===== src/rtl/intersection_phase_scheduler.sv =====
// Timed phase scheduler for a two-street intersection with a pedestrian
// crossing. It sequences green/yellow/all-red phases for streets A and B,
// inserts a walk phase on request, and supports a parade latch that pins
// street B green.
module intersection_phase_scheduler #(
    parameter int MIN_GREEN  = 4,
    parameter int MAX_GREEN  = 12,
    parameter int YELLOW_CYC = 2,
    parameter int ALLRED_CYC = 1,
    parameter int WALK_CYC   = 6,
    parameter int CNT_W      = 4
) (
    input  logic       clk,
    input  logic       rst,
    input  logic       TA,
    input  logic       TB,
    input  logic       P,
    input  logic       R,
    input  logic       ped_req,
    output logic [1:0] LA,
    output logic [1:0] LB,
    output logic       walk,
    output logic       M,
    output logic       ped_pending,
    output logic [2:0] phase
);

    typedef enum logic [2:0] {
        A_GREEN  = 3'd0,
        A_YELLOW = 3'd1,
        A_CLEAR  = 3'd2,
        B_GREEN  = 3'd3,
        B_YELLOW = 3'd4,
        B_CLEAR  = 3'd5,
        WALK     = 3'd6
    } state_t;

    localparam logic [1:0] L_GREEN  = 2'b00;
    localparam logic [1:0] L_YELLOW = 2'b01;
    localparam logic [1:0] L_RED    = 2'b10;

    // Timer thresholds are "last cycle" values, since cnt starts at 0.
    localparam logic [CNT_W-1:0] MIN_LAST = CNT_W'(MIN_GREEN - 1);
    localparam logic [CNT_W-1:0] MAX_LAST = CNT_W'(MAX_GREEN - 1);
    localparam logic [CNT_W-1:0] YEL_LAST = CNT_W'(YELLOW_CYC - 1);
    localparam logic [CNT_W-1:0] CLR_LAST = CNT_W'(ALLRED_CYC - 1);
    localparam logic [CNT_W-1:0] WLK_LAST = CNT_W'(WALK_CYC - 1);

    state_t           state, state_nx;
    logic [CNT_W-1:0] cnt;
    logic             last_dir, last_dir_nx;   // 0 = A cleared last, 1 = B
    logic             entering_walk;

    // Next-state selection from the current phase, timer and requests.
    always_comb begin
        state_nx    = state;
        last_dir_nx = last_dir;
        case (state)
            A_GREEN:
                if (cnt >= MIN_LAST &&
                    (!TA || (cnt >= MAX_LAST && (TB || ped_pending))))
                    state_nx = A_YELLOW;
            B_GREEN:
                if (!M && cnt >= MIN_LAST &&
                    (!TB || (cnt >= MAX_LAST && (TA || ped_pending))))
                    state_nx = B_YELLOW;
            A_YELLOW: if (cnt == YEL_LAST) state_nx = A_CLEAR;
            B_YELLOW: if (cnt == YEL_LAST) state_nx = B_CLEAR;
            A_CLEAR:
                if (cnt == CLR_LAST) begin
                    state_nx    = ped_pending ? WALK : B_GREEN;
                    last_dir_nx = 1'b0;
                end
            B_CLEAR:
                if (cnt == CLR_LAST) begin
                    state_nx    = ped_pending ? WALK : A_GREEN;
                    last_dir_nx = 1'b1;
                end
            WALK:
                if (cnt == WLK_LAST)
                    state_nx = last_dir ? A_GREEN : B_GREEN;
            default: state_nx = A_GREEN;   // stray code 7 recovers to A
        endcase
    end

    assign entering_walk = (state_nx == WALK) && (state != WALK);

    // State, saturating phase timer, parade and pedestrian latches.
    always_ff @(posedge clk) begin
        if (rst) begin
            state       <= A_GREEN;
            cnt         <= '0;
            M           <= 1'b0;
            ped_pending <= 1'b0;
            last_dir    <= 1'b0;
        end else begin
            state    <= state_nx;
            last_dir <= last_dir_nx;
            if (state_nx != state)
                cnt <= '0;
            else if (cnt != '1)
                cnt <= cnt + CNT_W'(1);
            // R dominates P so a stuck start can always be cancelled.
            M <= R ? 1'b0 : (P ? 1'b1 : M);
            // The walk entry edge consumes the request, including one
            // arriving in that same cycle.
            if (entering_walk)
                ped_pending <= 1'b0;
            else if (state != WALK && ped_req)
                ped_pending <= 1'b1;
        end
    end

    // Moore lamp decode; anything not explicitly green/yellow is red.
    always_comb begin
        LA   = L_RED;
        LB   = L_RED;
        walk = 1'b0;
        case (state)
            A_GREEN:  LA = L_GREEN;
            A_YELLOW: LA = L_YELLOW;
            B_GREEN:  LB = L_GREEN;
            B_YELLOW: LB = L_YELLOW;
            WALK:     walk = 1'b1;
            default:  ;
        endcase
    end

    assign phase = state;

endmodule


===== config.mk =====
export PLATFORM = sky130hd
export DESIGN_NAME = intersection_phase_scheduler
export DESIGN_NICKNAME = d
export VERILOG_FILES = /design/src/rtl/intersection_phase_scheduler.sv
export SDC_FILE = /design/constraint.sdc
export NUM_CORES = 1
export LEC_CHECK = 0
export CELL_PAD_IN_SITES_DETAIL_PLACEMENT = 1
export CELL_PAD_IN_SITES_GLOBAL_PLACEMENT = 1
export CORE_ASPECT_RATIO = 1.1
export CORE_MARGIN = 2
export CORE_UTILIZATION = 36
export CTS_CLUSTER_SIZE = 10
export DETAILED_ROUTE_END_ITERATION = 6
export GPL_TIMING_DRIVEN = 0
export MAX_ROUTING_LAYER = met4
export PLACE_DENSITY = 0.74
export SLEW_MARGIN = 20
export SYNTH_ARGS = -nofsm -noshare
export SYNTH_HDL_FRONTEND = slang
export SYNTH_SLANG_ARGS = --single-unit

===== constraint.sdc =====
create_clock -name clk -period 2.1 [get_ports clk]
set_clock_uncertainty 0.05 [all_clocks]
set_input_delay 0.315 -clock clk [delete_from_list [all_inputs] [get_ports clk]]
set_output_delay 0.315 -clock clk [all_outputs]
set_load 0.005 [all_outputs]

==> results of run 1 <==
worst min-delay path, cell delays in order, from the launching register on:
cell and delay (ns):
sky130_fd_sc_hd__dfxtp_1 0.33, sky130_fd_sc_hd__nand2_1 0.06, sky130_fd_sc_hd__a21oi_1 0.05
flip-flops by register name (all words and copies together) (netlist names):
signal / cells
cnt: 4
ped_pending: 1
phase: 3
M: 1
last_dir: 1
synthesized netlist by cell type, drive strengths merged:
master / n
a21o: 1
nand4b: 1
nor3b: 2
and3: 1
and4: 1
nor2b: 3
nand3b: 2
nor4b: 1
nand2: 12
or2: 1
xnor2: 1
or4: 1
nand2b: 2
a21oi: 8
o311ai: 1
and2: 2
nand3: 5
o22ai: 1
o21ai: 7
mux2i: 1
a221oi: 2
dfxtp: 10
o21a: 1
a311oi: 2
buf: 5
o2bb2ai: 1
inv: 4
and2b: 1
nor2: 6
a31oi: 5
nor3: 6
ha: 3
per-layer routing:
layer,routed length (µm),up-vias,global-route usage
met2,1180,12,0.360
met1,1110,392,0.240
met3,36,4,0.0191
li1,-,405,-
met4,31,0,0.102
met5,0,-,-
kinds of logic after synthesis:
logic type,after synthesis,synth area share
multiplexers,1,0.0121
buffers and inverters,9,0.0665
XOR/XNOR,1,0.0106
AND/OR/NAND/NOR,47,0.356
flip-flops,10,0.242
AO/OA/AOI/OAI,29,0.267
adder cells (fa/ha/maj),3,0.0453
what timing repair did:
action | CTS | global route
gates cloned | 0 | 0
gates resized for setup | 4 | 2
buffers inserted | 1 | 0
endpoints found under the setup margin | 3 | 4
final timing paths:
path | slack (ns) | cells past startpoint | end | from
max | 0.11 | 4 | LB[0] | phase[2]
min | 0.45 | 2 | last_dir | last_dir
max reg2reg | 0.16 | 6 | cnt[0] | cnt[0]
min reg2reg | 0.45 | 2 | last_dir | last_dir
cell type report:
class,count,share of cell area
well taps,30,0.0353
flip-flops and latches,10,0.189
clock buffers,3,0.0212
plain buffers,5,0.0400
inverters,4,0.0141
multi-input cells,81,0.544
repair buffers,17,0.156
per-stage QoR:
step / cell area, µm² / std cells / worst slack, ns / TNS, ns
after global routing: 1060 / 150 / 0.0174 / 0
after CTS: 1060 / 150 / 0.0859 / 0
after global placement: 1030 / 146 / -0.0119 / -0.0394
after detailed placement: 1030 / 146 / -0.0138 / -0.0244
after floorplan: 828 / 100 / 0.435 / 0
final: 1060 / 150 / 0.106 / 0
power breakdown:
group	switching, µW	leakage [µW]	internal (µW)
Combinational	248	0.000291	198
Clock	68.5	0.0000138	66.3
Sequential	36.6	0.0000822	221
Total	353	0.000387	486
==> flow_results.xml, run 1 <==
<?xml version="1.0" encoding="UTF-8"?>
<metrics>
  <group name="power_and_ir_drop">
    <metric name="power.density_cell_area" unit="mW/mm²">788</metric>
    <metric name="total_power" unit="µW">839</metric>
    <metric name="max-vdd-ir-drop" unit="mV">0.459</metric>
    <metric name="total_leakage_power" unit="µW">0.000387</metric>
  </group>
  <group name="drt">
    <metric name="antenna_left" unit="">0</metric>
    <metric name="vias" unit="">813</metric>
    <metric name="drt-wirelength-per-cell" unit="µm">15.7</metric>
    <metric name="drt_wl_total" unit="mm">2.36</metric>
    <metric name="drt_iter0_drc" unit="">10</metric>
    <metric name="routed_via_density" unit="">5.42</metric>
    <metric name="detail_route.drc_violations" unit="">0</metric>
    <metric name="drt_pass1_iterations" unit="">2</metric>
  </group>
  <group name="sta">
    <metric name="timing.fmax" unit="MHz">501</metric>
    <metric name="rsz0062_at_grt" unit="">false</metric>
    <metric name="drv_slew" unit="">0</metric>
    <metric name="hold_ws" unit="ns">0.447</metric>
    <metric name="setup_viol_count_final" unit="">0</metric>
    <metric name="slew_headroom" unit="">0.718</metric>
    <metric name="tightest_slew" unit="ns">0.422</metric>
    <metric name="final.period_utilization" unit="">0.950</metric>
    <metric name="period_minus_slack" unit="ns">1.99</metric>
    <metric name="timing_hold_violations_final" unit="">0</metric>
  </group>
  <group name="final_layout">
    <metric name="final_net_count" unit="">132</metric>
    <metric name="n_antenna_cell" unit="">0</metric>
    <metric name="commonest_cells_after_routing_fill_and_taps_aside" unit="">sky130_fd_sc_hd__clkdlybuf4s50_1 (15), sky130_fd_sc_hd__nand2_1 (12), sky130_fd_sc_hd__dfxtp_1 (9)</metric>
    <metric name="drive_gt1_frac" unit="">0.217</metric>
    <metric name="seqCellArea" unit="µm²">201</metric>
    <metric name="finish.utilization" unit="">0.482</metric>
    <metric name="multi_input_area" unit="µm²">579</metric>
    <metric name="area_growth_syn_to_layout" unit="%">28.5</metric>
    <metric name="layout_commonest_cell" unit="">sky130_fd_sc_hd__clkdlybuf4s50_1</metric>
    <metric name="fillers" unit="">295</metric>
  </group>
  <group name="floorplanning">
    <metric name="fp.dieH" unit="µm">54.3</metric>
    <metric name="num_io_pins" unit="">17</metric>
    <metric name="die_area" unit="mm²">0.00270</metric>
    <metric name="floorplan.initialDensity" unit="">0.375</metric>
    <metric name="die_width" unit="µm">49.7</metric>
    <metric name="fp.coreArea" unit="mm²">0.00221</metric>
    <metric name="placementRows" unit="">18</metric>
  </group>
  <group name="worst_setup_path">
    <metric name="crit_path_max_fanout" unit="">10</metric>
    <metric name="timing.critical_path.from_type" unit="">register</metric>
    <metric name="cp_slowest_cell" unit="">sky130_fd_sc_hd__clkdlybuf4s50_1</metric>
    <metric name="worstPathBufferInverterCount" unit="">2</metric>
    <metric name="worstSetupPathType" unit="">reg2out</metric>
    <metric name="critical_path.max_stage_delay" unit="ns">0.50</metric>
    <metric name="worst_ep_required_time" unit="ns">1.74</metric>
    <metric name="setup.worst_path.end_class" unit="">output pin</metric>
    <metric name="critical-path-top-delay-family" unit="">buffers and inverters</metric>
    <metric name="critical_path_arrival" unit="ns">1.63</metric>
    <metric name="worstPathCellList" unit="">buf_4 -&gt; and2b_2 -&gt; and2_1 -&gt; clkdlybuf4s50_1</metric>
  </group>
  <group name="synth">
    <metric name="yosysSeqAreaShare" unit="">0.242</metric>
    <metric name="yosys.cell_types.count" unit="">41</metric>
    <metric name="synth.largest_area_cell" unit="">sky130_fd_sc_hd__dfxtp_1</metric>
    <metric name="yosys_warnings" unit="">0</metric>
    <metric name="netlist_instances" unit="">100</metric>
    <metric name="syn_avg_cell_area" unit="µm²">8.28</metric>
    <metric name="netlist.area_leader.share" unit="">0.242</metric>
    <metric name="postSynthNetCount" unit="">110</metric>
    <metric name="syn_area" unit="µm²">828</metric>
    <metric name="synth_area_leaders" unit="">sky130_fd_sc_hd__dfxtp_1 (24%), sky130_fd_sc_hd__nand2_1 (5.4%), sky130_fd_sc_hd__a21oi_1 (4.8%)</metric>
    <metric name="synth.ff_latch_count" unit="">10</metric>
  </group>
  <group name="clock_tree">
    <metric name="cts_made_buffers" unit="">3</metric>
    <metric name="hold_buffers" unit="">0</metric>
    <metric name="cts_tree" unit="">done</metric>
    <metric name="tritoncts_num_sinks" unit="">10</metric>
    <metric name="worstSkewPairLatency" unit="ns">0.27</metric>
    <metric name="clock_tree.root_cell" unit="">sky130_fd_sc_hd__clkbuf_4</metric>
    <metric name="h-tree-depth" unit="">1</metric>
    <metric name="number_of_buffers_on_the_longest_clock_path" unit="">2</metric>
    <metric name="clock_transition_at_path_regs" unit="ns">0.06</metric>
  </group>
  <group name="grt">
    <metric name="vias_in_the_first_global_route" unit="">854</metric>
    <metric name="grt_max_degree" unit="">11</metric>
    <metric name="global_route_wire_length_before_repair" unit="mm">4.00</metric>
    <metric name="grt_usage" unit="">0.205</metric>
    <metric name="grt-ovfl-total" unit="">0</metric>
    <metric name="grt_antenna_before_repair" unit="">0</metric>
  </group>
  <group name="run_status">
    <metric name="status" unit="">complete, no violations</metric>
  </group>
  <group name="run">
    <metric name="drv_cap" unit="">0</metric>
  </group>
  <group name="worst_hold_path">
    <metric name="hp-class" unit="">reg2reg</metric>
  </group>
  <group name="place">
    <metric name="post-dp-hpwl" unit="mm">1.82</metric>
    <metric name="port_buf_inserts" unit="">16</metric>
    <metric name="place_congestion" unit="">0.857</metric>
  </group>
</metrics>
(Power assumes the default switching activity.)
==> run 2: changes to the inputs <==
--- a/config.mk
+++ b/config.mk
@@ -12,7 +12,6 @@
 export CORE_UTILIZATION = 36
 export CTS_CLUSTER_SIZE = 10
 export DETAILED_ROUTE_END_ITERATION = 6
-export GPL_TIMING_DRIVEN = 0
 export MAX_ROUTING_LAYER = met4
 export PLACE_DENSITY = 0.74
 export SLEW_MARGIN = 20
==> flow_results.xml, run 2 (synthesized netlist as in run 1, its figures left out) <==
<?xml version="1.0" encoding="UTF-8"?>
<metrics>
  <group name="sta">
    <metric name="period_minus_slack" unit="ns">1.98</metric>
    <metric name="timing.fmax" unit="MHz">504</metric>
    <metric name="setup_viol_count_final" unit="">0</metric>
    <metric name="post-route-worst-setup-slack" unit="ns">0.117</metric>
    <metric name="drv_slew" unit="">0</metric>
    <metric name="final.period_utilization" unit="">0.944</metric>
    <metric name="timing_hold_violations_final" unit="">0</metric>
    <metric name="tightest_slew" unit="ns">0.484</metric>
    <metric name="slew_headroom" unit="">0.677</metric>
  </group>
  <group name="worst_setup_path">
    <metric name="critical_path_arrival" unit="ns">1.62</metric>
    <metric name="worstSetupPathType" unit="">reg2out</metric>
    <metric name="setup.worst_path.end_class" unit="">output pin</metric>
    <metric name="worst_ep_required_time" unit="ns">1.74</metric>
    <metric name="crit_path_max_fanout" unit="">12</metric>
    <metric name="timing.critical_path.from_type" unit="">register</metric>
  </group>
  <group name="floorplanning">
    <metric name="die_area" unit="mm²">0.00270</metric>
    <metric name="fp.coreArea" unit="mm²">0.00221</metric>
    <metric name="die_width" unit="µm">49.7</metric>
    <metric name="placementRows" unit="">18</metric>
    <metric name="fp.dieH" unit="µm">54.3</metric>
    <metric name="floorplan.initialDensity" unit="">0.375</metric>
    <metric name="num_io_pins" unit="">17</metric>
  </group>
  <group name="final_layout">
    <metric name="regMostFlops" unit="">cnt</metric>
    <metric name="layout_commonest_cell" unit="">sky130_fd_sc_hd__clkdlybuf4s50_1</metric>
    <metric name="commonest_cells_after_routing_fill_and_taps_aside" unit="">sky130_fd_sc_hd__clkdlybuf4s50_1 (15), sky130_fd_sc_hd__nand2_1 (12), sky130_fd_sc_hd__dfxtp_1 (8), sky130_fd_sc_hd__a21oi_1 (8), sky130_fd_sc_hd__buf_4 (6)</metric>
    <metric name="n_antenna_cell" unit="">0</metric>
    <metric name="area_growth_syn_to_layout" unit="%">30.4</metric>
    <metric name="largest_reg_flops" unit="">4</metric>
    <metric name="drive_gt1_frac" unit="">0.223</metric>
    <metric name="final_cell_area" unit="mm²">0.00108</metric>
    <metric name="final_net_count" unit="">132</metric>
  </group>
  <group name="drt">
    <metric name="detail_route.drc_violations" unit="">0</metric>
    <metric name="antenna_left" unit="">0</metric>
    <metric name="drt_wl_total" unit="mm">2.48</metric>
    <metric name="routed_via_density" unit="">5.68</metric>
    <metric name="vias" unit="">857</metric>
    <metric name="drt_pass1_iterations" unit="">4</metric>
    <metric name="drt_iter0_drc" unit="">12</metric>
    <metric name="drt-wirelength-per-cell" unit="µm">16.4</metric>
  </group>
  <group name="clock_tree">
    <metric name="cts_tree" unit="">done</metric>
    <metric name="cts_made_buffers" unit="">3</metric>
    <metric name="h-tree-depth" unit="">1</metric>
    <metric name="number_of_buffers_on_the_longest_clock_path" unit="">2</metric>
    <metric name="clock_tree.root_cell" unit="">sky130_fd_sc_hd__clkbuf_4</metric>
    <metric name="tritoncts_num_sinks" unit="">10</metric>
    <metric name="hold_buffers" unit="">0</metric>
    <metric name="clock_transition_at_path_regs" unit="ns">0.07</metric>
    <metric name="worstSkewPairLatency" unit="ns">0.26</metric>
  </group>
  <group name="power_and_ir_drop">
    <metric name="total_leakage_power" unit="µW">0.000397</metric>
    <metric name="power.density_cell_area" unit="mW/mm²">823</metric>
    <metric name="max-vdd-ir-drop" unit="mV">0.479</metric>
  </group>
  <group name="place">
    <metric name="dp_worst_setup_slack" unit="ns">0.0989</metric>
    <metric name="place_congestion" unit="">0.931</metric>
    <metric name="port_buf_inserts" unit="">16</metric>
    <metric name="post-dp-hpwl" unit="mm">1.95</metric>
    <metric name="placement.cell_area" unit="mm²">0.00103</metric>
  </group>
  <group name="worst_hold_path">
    <metric name="hp-class" unit="">reg2reg</metric>
  </group>
  <group name="run_status">
    <metric name="status" unit="">complete, no violations</metric>
  </group>
  <group name="grt">
    <metric name="global_route_wire_length_before_repair" unit="mm">4.34</metric>
    <metric name="grt_usage" unit="">0.219</metric>
    <metric name="grt_max_degree" unit="">13</metric>
    <metric name="vias_in_the_first_global_route" unit="">918</metric>
    <metric name="grt_antenna_before_repair" unit="">0</metric>
    <metric name="grt-ovfl-total" unit="">0</metric>
  </group>
  <group name="run">
    <metric name="drv_cap" unit="">0</metric>
  </group>
</metrics>
-- run 2: area by class of cell --
cell class,instances,area (µm²)
Clock buffer,4,36.3
Tap cell,30,37.5
Multi-Input combinational cell,81,581
Timing Repair Buffer,22,208
Sequential cell,10,203
Inverter,4,15.0
Fill cell,284,1130
-- run 2: per-stage QoR --
stage          hold WS (ns)  setup TNS (ns)  utilization  std cells  total power, µW
2_1_floorplan         0.334               0            -        100              568
3_3_place_gp          0.435               0        0.467        147              686
3_5_place_dp          0.444               0        0.467        147              706
4_1_cts               0.454               0        0.484        151              887
5_1_grt               0.485        -0.00996        0.489        151              976
6_report              0.452               0        0.489        151              888
-- run 2: per-layer routing --
layer  vias up  global-route usage  wire length (µm)
li1        411                   -                 -
met1       429               0.262              1090
met5         -                   -                 0
met3         6              0.0301                57
met4         0              0.0741                53
met2        11               0.384              1270
-- run 2: worst max-delay path, cell delays in order (launching register included) --
cell and delay, ns:
sky130_fd_sc_hd__dfxtp_1 0.33, sky130_fd_sc_hd__buf_4 0.20, sky130_fd_sc_hd__nand2_1 0.09, sky130_fd_sc_hd__nor2_1 0.20
sky130_fd_sc_hd__clkdlybuf4s50_1 0.54
-- run 2: report_power, final --
group | internal [µW] | switching, µW | total [µW]
Combinational | 197 | 240 | 436
Clock | 105 | 70.7 | 176
Sequential | 224 | 52.3 | 276
-- run 2: final timing paths --
| path | start | end | slack (ns) | cells after the start |
|---|---|---|---|---|
| min reg2reg | last_dir | last_dir | 0.45 | 2 |
| max | phase[2] | walk | 0.12 | 4 |
| min | last_dir | last_dir | 0.45 | 2 |
| max reg2reg | cnt[0] | cnt[1] | 0.19 | 7 |
-- run 2: repair_timing --
action	4_1_cts	5_1_grt
resized for setup	0	5
setup buffers	0	0
setup endpoints to repair	0	4
